==> src/rtl/alu_pkg.sv <==
// Shared constants and types for the ALU operation decoder: one-hot op codes,
// RV32 opcode and funct7 values.
package alu_pkg;

  localparam int ALU_OP_W = 13;
  typedef logic [ALU_OP_W-1:0] alu_op_t;

  localparam alu_op_t ALU_OP_ADD  = 13'h0001;
  localparam alu_op_t ALU_OP_SUB  = 13'h0002;
  localparam alu_op_t ALU_OP_XOR  = 13'h0004;
  localparam alu_op_t ALU_OP_OR   = 13'h0008;
  localparam alu_op_t ALU_OP_AND  = 13'h0010;
  localparam alu_op_t ALU_OP_SLL  = 13'h0020;
  localparam alu_op_t ALU_OP_SRL  = 13'h0040;
  localparam alu_op_t ALU_OP_SRA  = 13'h0080;
  localparam alu_op_t ALU_OP_SLT  = 13'h0100;
  localparam alu_op_t ALU_OP_SLTU = 13'h0200;
  localparam alu_op_t ALU_OP_MUL  = 13'h0400;
  localparam alu_op_t ALU_OP_DIV  = 13'h0800;
  localparam alu_op_t ALU_OP_REM  = 13'h1000;

  localparam logic [6:0] OPC_OP     = 7'b0110011;
  localparam logic [6:0] OPC_OP_IMM = 7'b0010011;

  localparam logic [6:0] F7_BASE = 7'b0000000;
  localparam logic [6:0] F7_ALT  = 7'b0100000;
  localparam logic [6:0] F7_MEXT = 7'b0000001;

endpackage

==> src/rtl/alu_dec_comb.sv <==
// Combinational decode of one RV32 OP / OP-IMM word into a one-hot ALU op and
// immediate. Define ALU_DEC_MEXT_EN to decode mul/div/rem.
module alu_dec_comb
  import alu_pkg::*;
(
  input  logic [31:0]         instr,
  output logic [ALU_OP_W-1:0] op,
  output logic [31:0]         imm,
  output logic                use_imm,
  output logic                illegal
);

  logic [6:0] opcode;
  logic [2:0] f3;
  logic [6:0] f7;
  logic       unused_rd;

  assign opcode    = instr[6:0];
  assign f3        = instr[14:12];
  assign f7        = instr[31:25];
  assign unused_rd = ^instr[11:7];

  // NOTE: every output gets a default first so no path leaves it unassigned (no latches).
  always_comb begin
    op      = '0;
    imm     = '0;
    use_imm = 1'b0;
    case (opcode)
      OPC_OP: begin
        case (f7)
          F7_BASE: begin
            case (f3)
              3'b000:  op = ALU_OP_ADD;
              3'b001:  op = ALU_OP_SLL;
              3'b010:  op = ALU_OP_SLT;
              3'b011:  op = ALU_OP_SLTU;
              3'b100:  op = ALU_OP_XOR;
              3'b101:  op = ALU_OP_SRL;
              3'b110:  op = ALU_OP_OR;
              default: op = ALU_OP_AND;
            endcase
          end
          F7_ALT: begin
            if (f3 == 3'b000)      op = ALU_OP_SUB;
            else if (f3 == 3'b101) op = ALU_OP_SRA;
          end
`ifdef ALU_DEC_MEXT_EN
          F7_MEXT: begin
            case (f3)
              3'b000:  op = ALU_OP_MUL;
              3'b100:  op = ALU_OP_DIV;
              3'b110:  op = ALU_OP_REM;
              default: op = '0;
            endcase
          end
`endif
          default: op = '0;
        endcase
      end
      OPC_OP_IMM: begin
        use_imm = 1'b1;
        imm     = {{20{instr[31]}}, instr[31:20]};
        case (f3)
          3'b000:  op = ALU_OP_ADD;
          3'b010:  op = ALU_OP_SLT;
          3'b011:  op = ALU_OP_SLTU;
          3'b100:  op = ALU_OP_XOR;
          3'b110:  op = ALU_OP_OR;
          3'b111:  op = ALU_OP_AND;
          3'b001: begin
            imm = {27'd0, instr[24:20]};
            if (f7 == F7_BASE) op = ALU_OP_SLL;
          end
          default: begin
            imm = {27'd0, instr[24:20]};
            if (f7 == F7_BASE)     op = ALU_OP_SRL;
            else if (f7 == F7_ALT) op = ALU_OP_SRA;
          end
        endcase
      end
      default: op = '0;
    endcase
    // Legality is defined by whether any op matched; illegal words carry no immediate.
    illegal = (op == '0);
    if (illegal) begin
      imm     = '0;
      use_imm = 1'b0;
    end
  end

endmodule

==> src/rtl/alu_op_decoder.sv <==
// Registered ALU op decoder with a single-entry valid/ready output stage and a
// saturating illegal-word counter. ALU_DEC_MEXT_EN enables M-extension decode.
module alu_op_decoder
  import alu_pkg::*;
#(
  parameter int CNT_W = 16
) (
  input  logic                clk,
  input  logic                rst_n,
  input  logic                in_valid,
  output logic                in_ready,
  input  logic [31:0]         in_instr,
  output logic                out_valid,
  input  logic                out_ready,
  output logic [ALU_OP_W-1:0] out_op,
  output logic [4:0]          out_rd,
  output logic [4:0]          out_rs1,
  output logic [4:0]          out_rs2,
  output logic [31:0]         out_imm,
  output logic                out_use_imm,
  output logic                out_illegal,
  output logic [CNT_W-1:0]    err_count
);

  logic [ALU_OP_W-1:0] dec_op;
  logic [31:0]         dec_imm;
  logic                dec_use_imm;
  logic                dec_illegal;
  logic                in_xfer;

  alu_dec_comb u_dec (
    .instr   (in_instr),
    .op      (dec_op),
    .imm     (dec_imm),
    .use_imm (dec_use_imm),
    .illegal (dec_illegal)
  );

  // The stage can take a new word whenever it is empty or being drained this cycle.
  assign in_ready = !out_valid || out_ready;
  assign in_xfer  = in_valid && in_ready;

  // NOTE: state registers use non-blocking assignments so every flop samples pre-edge values.
  always_ff @(posedge clk or negedge rst_n) begin
    if (!rst_n) begin
      out_valid   <= 1'b0;
      out_op      <= '0;
      out_rd      <= '0;
      out_rs1     <= '0;
      out_rs2     <= '0;
      out_imm     <= '0;
      out_use_imm <= 1'b0;
      out_illegal <= 1'b0;
      err_count   <= '0;
    end else begin
      if (in_xfer) begin
        out_valid   <= 1'b1;
        out_op      <= dec_op;
        out_rd      <= in_instr[11:7];
        out_rs1     <= in_instr[19:15];
        out_rs2     <= in_instr[24:20];
        out_imm     <= dec_imm;
        out_use_imm <= dec_use_imm;
        out_illegal <= dec_illegal;
      end else if (out_ready) begin
        out_valid <= 1'b0;
      end
      if (in_xfer && dec_illegal && (err_count != '1)) begin
        err_count <= err_count + CNT_W'(1);
      end
    end
  end

endmodule

==> config.mk <==
export PLATFORM = sky130hd
export DESIGN_NAME = alu_op_decoder
export DESIGN_NICKNAME = d
export VERILOG_FILES = /design/src/rtl/alu_pkg.sv /design/src/rtl/alu_dec_comb.sv /design/src/rtl/alu_op_decoder.sv
export SDC_FILE = /design/constraint.sdc
export NUM_CORES = 1
export LEC_CHECK = 0
export BUFFER_PORTS_ARGS = -buffer_cell sky130_fd_sc_hd__buf_4
export CORE_MARGIN = 1.5
export CORE_UTILIZATION = 50
export DETAILED_ROUTE_END_ITERATION = 8
export HOLD_SLACK_MARGIN = 0.06
export PLACE_DENSITY = 0.95
export SYNTH_ARGS = -nofsm -noshare
export SYNTH_HDL_FRONTEND = slang
export SYNTH_SLANG_ARGS = --single-unit
export TNS_END_PERCENT = 30
==> constraint.sdc <==
create_clock -name clk -period 4.7 [get_ports clk]
set_input_delay 0.235 -clock clk [delete_from_list [all_inputs] [get_ports clk]]
set_output_delay 0.235 -clock clk [all_outputs]
set_load 0.02 [all_outputs]
==> impl_results.md <==
* Xor-xnor portion of the synthesized cell area at 0.0466
* Setup TNS at 0 ns
* Total Die Area at 5710 µm²
* Status: complete, no violations
* Fmax at 410 MHz
* Final nets at 393
* Finished Layout Cells at 427
* TritonRoute pass-1 iters at 5
* Clk sinks at 56
* Initial Util at 0.516
* CTS root buf: clkbuf_8
* CP Data Arrival Time at 2.63 ns
* Synth cell types at 40
* Hold Crit Class: in -> reg
* Pwr dens at 337 nW/µm²
* Post-Synth Adder-Cell Area at 0.00475
* Post-Route Utilization at 0.676
* Die H at 75.6 µm
* Max Slew Vio Count at 0
* Worst-path fanout max at 19
* I/O Pins at 116
* Area after DPL at 3350 µm²
* First-pass GRT wire length at 9.58 mm
* Worst-margin pin slew at 0.765 ns
* TritonCTS Buffers at 5
* Worst-path clk slew at 0.10 ns
* Fill cells at 417
* Number of port buffers at 112
* CTS Buffer Depth at 2
* Leakage at 1.75 nW
* GP Congestion at 0.780
* Critical path type: reg -> reg
* CTS tree: yes
* Total wire length at 5.92 mm
* Pin count of the biggest net entering global routing at 57
* Post-synth EDFFs at 0
* Wire per inst at 13.9 µm
* Via count at 2217
* MaxCap Viol Count at 0
* Yosys warning count at 0
* Synth Area in Compound Gates at 0.0770
* Core area at 5110 µm²
* Peak VDD IR at 0.000210 V
* Worst-Skew Late Latency at 0.30 ns
* H-tree levels at 2
* Synth Instances at 267
* Number of instances in the placed design at 418
* Hold Vio Cnt, Final at 0
* Share of cells above drive strength 1 at 0.353
* RSZ-0062 raised after global routing: no
* Ant diodes at 0
* Rel. slew slack at 0.490
* Routed Antenna Nets at 0
* Period utilization at 0.519
* Via count of the first global-routing pass at 2198
* Synth Flop Type: dfrtp_1
* Post-synthesis mux area share at 0.00998
* Mapped Avg Cell Area at 9.86 µm²
* Register area share after synthesis at 0.532
* Cell Rows at 26
* Yosys reg bits at 56
* Post-Syn Area at 2630 µm²
* Clock Skew at 0.00634 ns
* Setup Viol. Count Final at 0
* Period minus WS final at 2.44 ns
* Via-per-instance ratio at 5.19
* Post-Synth Simple-Gate Area at 0.243
* WP data required at 4.89 ns
* Hold_ws at 0.121 ns
* GRT overflow at 0
* Width of the chip at 75.6 µm
* Crit path capture type: flip-flop
* Final instance area at 3450 µm²
* Area Growth Syn to Fin at 31.1%
* Initial antenna violation count at 0
* DPL Wire Length at 4.38 mm
* GRT Util Overall at 0.216
* Largest family of logic cells by synthesized area: simple AND/OR/NAND/NOR gates
* Setup Buffers After CTS at 0
* CP Launch Type: flip-flop
* DR iter-0 viols at 128
* DRC at 0
* Post-synth ARST share at 1.00
[worst paths after layout]
check / startpoint / slack [ns] / to / depth (start not counted)
worst max-delay path: out_valid / 2.26 / err_count[1] / 5
worst min-delay path: in_instr[8] / 0.12 / out_rd[1] / 3
worst max register to register: out_valid / 2.26 / err_count[1] / 5
worst min register to register: out_rs2[3] / 0.48 / out_rs2[3] / 2
max in group asynchronous: rst_n / 3.74 / out_rd[2] / 2
min in group asynchronous: rst_n / 0.51 / err_count[10] / 2
[cell usage in the layout (no fill, tap or decap), types with 2 or more instances in the layout]
| master | Yosys | final |
|---|---|---|
| nor3b_1 | 3 | 3 |
| nand2_1 | 79 | 79 |
| o21ai_0 | 11 | 11 |
| o31ai_1 | 4 | 4 |
| nand3_1 | 7 | 7 |
| and3_1 | 3 | 3 |
| buf_4 | 23 | 113 |
| nor2_1 | 5 | 5 |
| nand4_1 | 6 | 6 |
| conb_1 | 1 | 3 |
| xor2_1 | 13 | 13 |
| nand2b_1 | 6 | 6 |
| dfrtp_1 | 56 | 56 |
| clkbuf_8 | 0 | 6 |
| nor4_2 | 3 | 3 |
| nor3_1 | 5 | 5 |
| a22o_1 | 7 | 7 |
| or3_1 | 2 | 2 |
| nor4_1 | 4 | 4 |
| clkbuf_1 | 5 | 2 |
[power breakdown]
group	total, mW	switching (mW)	internal (mW)
Combinational	0.304	0.172	0.132
Clock	0.265	0.144	0.121
Sequential	0.594	0.0589	0.535
[cells in the mapped netlist (2+ instances only)]
cell type | n | area [µm²]
nor2_1 | 5 | 18.8
nand3_1 | 7 | 35.0
and3_1 | 3 | 18.8
buf_1 | 3 | 11.3
nor3b_1 | 3 | 22.5
buf_2 | 2 | 10.0
xor2_1 | 13 | 114
nor3_1 | 5 | 25.0
nand2b_1 | 6 | 37.5
nand2_1 | 79 | 297
o31ai_1 | 4 | 30.0
dfrtp_1 | 56 | 1400
or3_1 | 2 | 12.5
a22o_1 | 7 | 61.3
o21ai_0 | 11 | 55.1
nand4_1 | 6 | 37.5
clkbuf_1 | 5 | 18.8
nor4_2 | 3 | 37.5
nor4_1 | 4 | 25.0
buf_4 | 23 | 173
[cells by family (layout without fill, tap and decap cells)]
group,count (synthesis),in the layout
mux,2,2
other cells,1,3
compound gates,27,27
xor+xnor,14,14
flops,56,56
simple gates,132,132
fa+ha+maj,1,1
buf+inv,34,122
[cell type report]
| class | count | area [µm²] | share of cell area |
|---|---|---|---|
| sequential | 56 | 1400 | 0.406 |
| clock buffer | 8 | 90.1 | 0.0261 |
| timing repair buffer | 114 | 858 | 0.249 |
| tap | 70 | 87.6 | 0.0254 |
| multi-input combinational | 179 | 1020 | 0.294 |
[layer usage]
layer,vias to the layer above,part of all wire,wire length [µm],GRT usage
met1,1080,0.41,2400,0.247
met5,-,0,0,0
met4,0,0.019,115,0.0734
li1,1053,-,-,-
met3,10,0.043,255,0.0370
met2,74,0.53,3150,0.405
[worst max-delay path, stage by stage, from the launching register on]
cell and delay, ns:
dfrtp_1 0.39, nand2b_1 0.13, and2_1 0.65, o221ai_4 0.41, or2_2 0.43, mux2_1 0.32
[registers in the layout (all words and copies together) (netlist names)]
register,flops
out_rs1,5
out_op,10
out_imm,12
out_rd,5
out_rs2,5
out_illegal,1
err_count,16
out_valid,1
out_use_imm,1
[metrics by stage]
stage | total power [mW] | setup WS [ns]
2_1_floorplan | 0.758 | 2.75
3_3_place_gp | 0.895 | 2.39
3_5_place_dp | 0.907 | 2.26
4_1_cts | 1.17 | 2.24
5_1_grt | 1.22 | 2.10
6_report | 1.16 | 2.26
[what timing repair did]
| action | 4_1_cts | 5_1_grt |
|---|---|---|
| hold endpoints to repair | 56 | 0 |
| resized for setup | 0 | 0 |
| hold buffers | 1 | 0 |
No activity file was read; power rests on OpenSTA's default activity.
